## config.mk

```make
export PLATFORM = sky130hd
export DESIGN_NAME = hazard_stall_ctrl_flat
export DESIGN_NICKNAME = d
export VERILOG_FILES = /design/src/rtl/hazard_stall_ctrl_if.sv /design/src/rtl/hazard_stall_ctrl.sv /design/src/flat_wrapper.sv
export SDC_FILE = /design/constraint.sdc
export NUM_CORES = 1
export LEC_CHECK = 0
export CAP_MARGIN = 20
export CORE_UTILIZATION = 54
export CTS_CLUSTER_SIZE = 16
export DETAILED_ROUTE_END_ITERATION = 8
export DONT_BUFFER_PORTS = 1
export GPL_TIMING_DRIVEN = 1
export PLACE_DENSITY = 0.81
export RECOVER_POWER = 50
export SYNTH_ARGS = -nofsm -noshare
export SYNTH_HDL_FRONTEND = slang
export SYNTH_SLANG_ARGS = --single-unit
export TNS_END_PERCENT = 20
```

## constraint.sdc

```tcl
create_clock -name clk -period 1.7 [get_ports clk]
set_input_delay 0.34 -clock clk [delete_from_list [all_inputs] [get_ports clk]]
set_output_delay 0.34 -clock clk [all_outputs]
set_load 0.03 [all_outputs]
```

## src/rtl/hazard_stall_ctrl_if.sv

```systemverilog
// ============================================================================
// Module   : hazard_stall_ctrl_if
// Brief    : Decode-stage source/destination info and stall/forward controls
// Revision : 1.0 - initial release
// ============================================================================
`default_nettype none

interface hazard_stall_ctrl_if #(
    parameter int ADDR_W = 3
);
    logic              id_valid;
    logic [ADDR_W-1:0] id_rs;
    logic              id_rs_used;
    logic [ADDR_W-1:0] id_rt;
    logic              id_rt_used;
    logic [ADDR_W-1:0] id_wr_reg;
    logic              id_wr_en;
    logic              id_is_load;
    logic              flush;
    logic              pipe_enable;
    logic              bubble;
    logic [1:0]        fwd_rs_sel;
    logic [1:0]        fwd_rt_sel;
    logic [7:0]        stall_count;

    // ID stage side: presents the decoded instruction, consumes the controls
    modport master (
        output id_valid, id_rs, id_rs_used, id_rt, id_rt_used,
               id_wr_reg, id_wr_en, id_is_load, flush,
        input  pipe_enable, bubble, fwd_rs_sel, fwd_rt_sel, stall_count
    );

    modport slave (
        input  id_valid, id_rs, id_rs_used, id_rt, id_rt_used,
               id_wr_reg, id_wr_en, id_is_load, flush,
        output pipe_enable, bubble, fwd_rs_sel, fwd_rt_sel, stall_count
    );
endinterface

`default_nettype wire

```

## src/rtl/hazard_stall_ctrl.sv

```systemverilog
// ============================================================================
// Module   : hazard_stall_ctrl
// Brief    : RAW hazard stall controller with EX/MEM/WB destination scoreboard.
//            Define HAZARD_STALL_FWD_EN for forwarding-select generation.
// Revision : 1.0 - initial release
// ============================================================================
`default_nettype none

module hazard_stall_ctrl #(
    parameter int ADDR_W = 3
) (
    input  wire logic           clk,
    input  wire logic           rst,
    hazard_stall_ctrl_if.slave  hif
);

    localparam logic [7:0] c_CNT_MAX = 8'hFF;

    localparam logic [1:0] c_SEL_RF  = 2'd0;
    localparam logic [1:0] c_SEL_EX  = 2'd1;
    localparam logic [1:0] c_SEL_MEM = 2'd2;
    localparam logic [1:0] c_SEL_WB  = 2'd3;

    typedef struct packed {
        logic              valid;
        logic [ADDR_W-1:0] wr_reg;
        logic              is_load;
    } sb_entry_t;

    sb_entry_t  r_sb_ex;
    sb_entry_t  r_sb_mem;
    sb_entry_t  r_sb_wb;
    logic [7:0] r_stall_count;

    logic w_live;
    logic w_rs_ex, w_rs_mem, w_rs_wb;
    logic w_rt_ex, w_rt_mem, w_rt_wb;
    logic w_hazard;
    logic w_bubble;

    function automatic logic src_match(
        input logic              used,
        input logic [ADDR_W-1:0] src,
        input sb_entry_t         ent
    );
        return used & ent.valid & (ent.wr_reg == src);
    endfunction

    // Youngest producer wins: EX over MEM over WB
    function automatic logic [1:0] fwd_pick(
        input logic m_ex,
        input logic m_mem,
        input logic m_wb
    );
        if (m_ex)       return c_SEL_EX;
        else if (m_mem) return c_SEL_MEM;
        else if (m_wb)  return c_SEL_WB;
        else            return c_SEL_RF;
    endfunction

    assign w_live   = hif.id_valid & ~hif.flush;

    assign w_rs_ex  = src_match(hif.id_rs_used, hif.id_rs, r_sb_ex);
    assign w_rs_mem = src_match(hif.id_rs_used, hif.id_rs, r_sb_mem);
    assign w_rs_wb  = src_match(hif.id_rs_used, hif.id_rs, r_sb_wb);
    assign w_rt_ex  = src_match(hif.id_rt_used, hif.id_rt, r_sb_ex);
    assign w_rt_mem = src_match(hif.id_rt_used, hif.id_rt, r_sb_mem);
    assign w_rt_wb  = src_match(hif.id_rt_used, hif.id_rt, r_sb_wb);

`ifdef HAZARD_STALL_FWD_EN
    // Only a load still in EX cannot be forwarded in time
    assign w_hazard = w_live & r_sb_ex.is_load & (w_rs_ex | w_rt_ex);

    assign hif.fwd_rs_sel = w_bubble ? c_SEL_RF : fwd_pick(w_rs_ex, w_rs_mem, w_rs_wb);
    assign hif.fwd_rt_sel = w_bubble ? c_SEL_RF : fwd_pick(w_rt_ex, w_rt_mem, w_rt_wb);

    logic w_unused_sb;
    assign w_unused_sb = r_sb_mem.is_load ^ r_sb_wb.is_load;
`else
    // Register file has no write-through, so a WB producer still blocks
    assign w_hazard = w_live & (w_rs_ex | w_rs_mem | w_rs_wb |
                                w_rt_ex | w_rt_mem | w_rt_wb);

    assign hif.fwd_rs_sel = c_SEL_RF;
    assign hif.fwd_rt_sel = c_SEL_RF;

    logic w_unused_sb;
    assign w_unused_sb = r_sb_ex.is_load ^ r_sb_mem.is_load ^ r_sb_wb.is_load
                       ^ (^fwd_pick(1'b0, 1'b0, 1'b0));
`endif

    // Flush squashes the ID slot but keeps fetch moving for the redirect
    assign w_bubble        = w_hazard | hif.flush;
    assign hif.bubble      = w_bubble;
    assign hif.pipe_enable = ~w_hazard;
    assign hif.stall_count = r_stall_count;

    always_ff @(posedge clk) begin
        if (rst) begin
            r_sb_ex       <= '0;
            r_sb_mem      <= '0;
            r_sb_wb       <= '0;
            r_stall_count <= '0;
        end else begin
            r_sb_wb  <= r_sb_mem;
            r_sb_mem <= r_sb_ex;
            r_sb_ex  <= {hif.id_valid & hif.id_wr_en & ~w_bubble,
                         hif.id_wr_reg,
                         hif.id_is_load};
            if (w_hazard && (r_stall_count != c_CNT_MAX)) begin
                r_stall_count <= r_stall_count + 8'd1;
            end
        end
    end

endmodule

`default_nettype wire

```

## src/flat_wrapper.sv

```systemverilog
// flat-port wrapper written by rule: the top's interface ports become plain ports
module hazard_stall_ctrl_flat 
#(
    parameter int ADDR_W = 3
)
  (clk, rst, hif_id_valid, hif_id_rs, hif_id_rs_used, hif_id_rt, hif_id_rt_used, hif_id_wr_reg, hif_id_wr_en, hif_id_is_load, hif_flush, hif_pipe_enable, hif_bubble, hif_fwd_rs_sel, hif_fwd_rt_sel, hif_stall_count);
  hazard_stall_ctrl_if #(.ADDR_W(ADDR_W)) hif_i ();
  input  wire logic clk;
  input  wire logic rst;
  input wire logic [$bits(hif_i.id_valid)-1:0] hif_id_valid;
  input wire logic [$bits(hif_i.id_rs)-1:0] hif_id_rs;
  input wire logic [$bits(hif_i.id_rs_used)-1:0] hif_id_rs_used;
  input wire logic [$bits(hif_i.id_rt)-1:0] hif_id_rt;
  input wire logic [$bits(hif_i.id_rt_used)-1:0] hif_id_rt_used;
  input wire logic [$bits(hif_i.id_wr_reg)-1:0] hif_id_wr_reg;
  input wire logic [$bits(hif_i.id_wr_en)-1:0] hif_id_wr_en;
  input wire logic [$bits(hif_i.id_is_load)-1:0] hif_id_is_load;
  input wire logic [$bits(hif_i.flush)-1:0] hif_flush;
  output wire logic [$bits(hif_i.pipe_enable)-1:0] hif_pipe_enable;
  output wire logic [$bits(hif_i.bubble)-1:0] hif_bubble;
  output wire logic [$bits(hif_i.fwd_rs_sel)-1:0] hif_fwd_rs_sel;
  output wire logic [$bits(hif_i.fwd_rt_sel)-1:0] hif_fwd_rt_sel;
  output wire logic [$bits(hif_i.stall_count)-1:0] hif_stall_count;
  assign hif_i.id_valid = hif_id_valid;
  assign hif_i.id_rs = hif_id_rs;
  assign hif_i.id_rs_used = hif_id_rs_used;
  assign hif_i.id_rt = hif_id_rt;
  assign hif_i.id_rt_used = hif_id_rt_used;
  assign hif_i.id_wr_reg = hif_id_wr_reg;
  assign hif_i.id_wr_en = hif_id_wr_en;
  assign hif_i.id_is_load = hif_id_is_load;
  assign hif_i.flush = hif_flush;
  assign hif_pipe_enable = hif_i.pipe_enable;
  assign hif_bubble = hif_i.bubble;
  assign hif_fwd_rs_sel = hif_i.fwd_rs_sel;
  assign hif_fwd_rt_sel = hif_i.fwd_rt_sel;
  assign hif_stall_count = hif_i.stall_count;
  hazard_stall_ctrl #(.ADDR_W(ADDR_W)) u_core (.clk(clk), .rst(rst), .hif(hif_i));
endmodule
```

==> impl_metrics.csv <==
group,metric,value,unit
placed_design,gp_congestion,0.768,
yosys,ys_seq_area_frac,0.381,
pwr,p_clk_frac,0.408,
floorplan,die_w,46.1,um
drt,wl_per_cell,13.5,um
placed_design,dp_hpwl,1590,um
global_route,grt_pass1_vias,765,
placed_design,io_buffers,0,
timing,setup_violations,11,
drt,dr.pass1.iters,4,
clock_tree,ctsHtreeMaxLevel,1,
timing,timing.fmax,442,MHz
cells_and_area,final_layout_size_suffix_gt1_frac,0.283,
setup_path,worstSetupEndpointType,"primary output",
setup_path,path_cells,"xor2_2 > nor4_1 > or4_4 > or2_4 > nand2_8 > nand2b_4",
clock_tree,clkSinkCount,20,
setup_path,start_kind,"flop",
pwr,combPwrFrac,0.076,
clock_tree,cts_root_buf,"clkbuf_4",
clock_tree,cts-buffers-inserted,3,
yosys,synth_flop_cell,"dfxtp_1",
clock_tree,clk_path_buf_depth,2,
setup_path,cp_slowest_cell,"or4_4",
floorplan,rows,15,
cells_and_area,num_antenna_cells,0,
yosys,netlist_top_cells_count,"dfxtp_1 (20), xor2_1 (17), nor2b_1 (12), nand2_1 (11), nor4_1 (6)",
floorplan,die-area,2130,um^2
timing,hold_ws,0.0831,ns
floorplan,start_util,0.589,
timing,fin_crit,2.26,ns
floorplan,die_h,46.1,um
timing,worst_pin_slew,0.506,ns
yosys,ys_top_cells_by_area,"dfxtp_1 (38%), xor2_1 (14%), nor2b_1 (7.1%), nand2_1 (3.9%), nor4_1 (3.6%)",
timing,skew,0.00676,ns
yosys,yosysWarnings,0,
yosys,synth-seq-cells,20,
clock_tree,holdBufCountCts,0,
global_route,grtUsageTotal,0.215,
pwr,power_frac_seq,0.516,
pwr,cellPowerDensity,748,nW/um^2
yosys,syn_inst,113,
yosys,synth.cell_area,1050,um^2
timing,max-slew-margin-rel,0.662,
yosys,synth_area_leader_cell,"dfxtp_1",
run_status,status,"complete, but fails checks",
drt,post_drt_via_cell_ratio,5.51,
run_status,violations,"setup timing",
timing,hold_violations,0,
drt,ant_nets,0,
timing,rsz0062_at_grt,"yes",
setup_path,critical_path.top_delay_family,"simple AND/OR/NAND/NOR gates",
pwr,switching_share,0.209,
global_route,antenna_found_initial,0,
yosys,postSynth.asyncResetShare,0,
setup_path,cp.required,1.36,ns
timing,final.period_utilization,1.33,
job,cap_viol_max_count,0,
clock_tree,cts_tree,"yes",
drt,drtIter0Drc,21,
yosys,yosysMostFrequentCell,"dfxtp_1",
yosys,synth_top_area_frac,0.381,
cells_and_area,nNetsFinal,146,
global_route,grt_max_degree,21,
setup_path,worstSetupPathType,"reg -> out",
global_route,grt_pass1_wl,3190,um
timing,setup_ws,-0.560,ns
pwr,p_leak,0.516,nW
setup_path,max_stage_delay,0.53,ns
yosys,synth_edf_count,0,
clock_tree,cts.clk_slew.worst_paths,0.11,ns
clock_tree,insertion_delay,0.30,ns
yosys,syn_avg_cell_area,9.30,um^2
floorplan,io_pins,31,
yosys,synth_cell_types,38,
global_route,grt_overflow_total,0,
placed_design,post_dp_cell_area,1190,um^2
pwr,p_switching,198,uW
drt,dr_total_vias,837,
cells_and_area,area_delta_synth_final,20.5,%
setup_path,arrival,1.92,ns
setup_path,critPathMaxFanout,3,
worst_hold_path,min_path_type,"in -> reg",
cells_and_area,post-route-cell-area,1270,um^2
timing,finalMaxSlewViolations,0,
setup_path,cp.buffers_inverters,0,
drt,drt_wl_total,2050,um
pwr,vdd_drop_max,0.695,mV
drt,drc,0,
floorplan,core,1780,um^2
pwr,p_int,749,uW
[power groups by stage]
| stage | clock network (mW) | logic (mW) | registers [mW] |
|---|---|---|---|
| after floorplan | 0 | 0.0739 | 0.498 |
| after global placement | 0 | 0.0683 | 0.499 |
| after detailed placement | 0 | 0.0703 | 0.500 |
| after CTS | 0.400 | 0.0712 | 0.489 |
| after global routing | 0.422 | 0.0794 | 0.491 |
| final | 0.387 | 0.0720 | 0.489 |
[layer usage]
layer  up-vias  global-route usage  wire length, um
met5         -                   0                0
met4         0              0.0353                0
met3         0              0.0706              152
met2        33               0.346             1010
met1       393               0.284              891
li1        411                   -                -
[path summary, 6_finish.rpt]
check	startpoint	to	slack [ns]	cells after the start
max	u_core.r_sb_ex[3]	hif_bubble	-0.56	6
min reg2reg	u_core.r_sb_mem[4]	u_core.r_sb_wb[4]	0.49	1
min	rst	u_core.r_sb_ex[3]	0.08	1
max reg2reg	u_core.r_sb_ex[3]	u_core.hif.stall_count[6]	-0.27	8
[layout by cell type (no fill, tap or decap), types with 2 or more instances in the layout]
cell	count
nor4_1	6
xor2_1	16
nor2_1	3
dfxtp_2	4
nand2_1	10
or4_4	2
buf_4	13
dfxtp_1	15
nor2b_1	12
a21oi_1	3
conb_1	4
o21ai_0	2
clkbuf_4	3
nand3_1	4
[stage by stage]
| step | instances | utilization | setup TNS, ns | setup slack (ns) | total power [mW] |
|---|---|---|---|---|---|
| after CTS | 152 | 0.701 | -2.93 | -0.589 | 0.961 |
| after floorplan | 116 | - | -0.411 | -0.199 | 0.572 |
| final | 152 | 0.710 | -2.67 | -0.560 | 0.947 |
| after detailed placement | 147 | 0.667 | -1.72 | -0.229 | 0.570 |
| after global routing | 152 | 0.710 | -3.77 | -0.650 | 0.992 |
| after global placement | 147 | 0.667 | -1.17 | -0.193 | 0.567 |
[cells by family (layout without fill, tap and decap cells)]
kind of cell | count (synthesis) | count (layout) | synth area share
XOR/XNOR | 19 | 19 | 0.158
buffers and inverters | 7 | 18 | 0.0393
adder cells (fa/ha/maj) | 1 | 1 | 0.0119
other | 1 | 4 | 0.00357
flip-flops | 20 | 20 | 0.381
multiplexers | 1 | 1 | 0.00952
AND/OR/NAND/NOR | 49 | 49 | 0.280
AO/OA/AOI/OAI | 15 | 15 | 0.117
[timing repair]
action	in CTS	in global routing
resized for setup	0	3
endpoints found under the setup margin	11	11
pin swaps	1	0
gates cloned	0	0
buffers inserted	1	0
[area by class of cell]
class                   instances  area [um^2]
inverters                       1         3.75
well taps                      25         31.3
clock buffers                   3         22.5
repair buffers                 13         97.6
clock inverters                 1         30.0
flip-flops and latches         20          409
fillers                       144          517
multi-input cells              89          672
[sequential cells by signal, summed over array words and instances (netlist names)]
register / flops
u_core.r_sb_wb: 4
u_core.hif.stall_count: 8
u_core.r_sb_mem: 4
u_core.r_sb_ex: 4
Note: power is estimated with default switching activity, not from simulation.
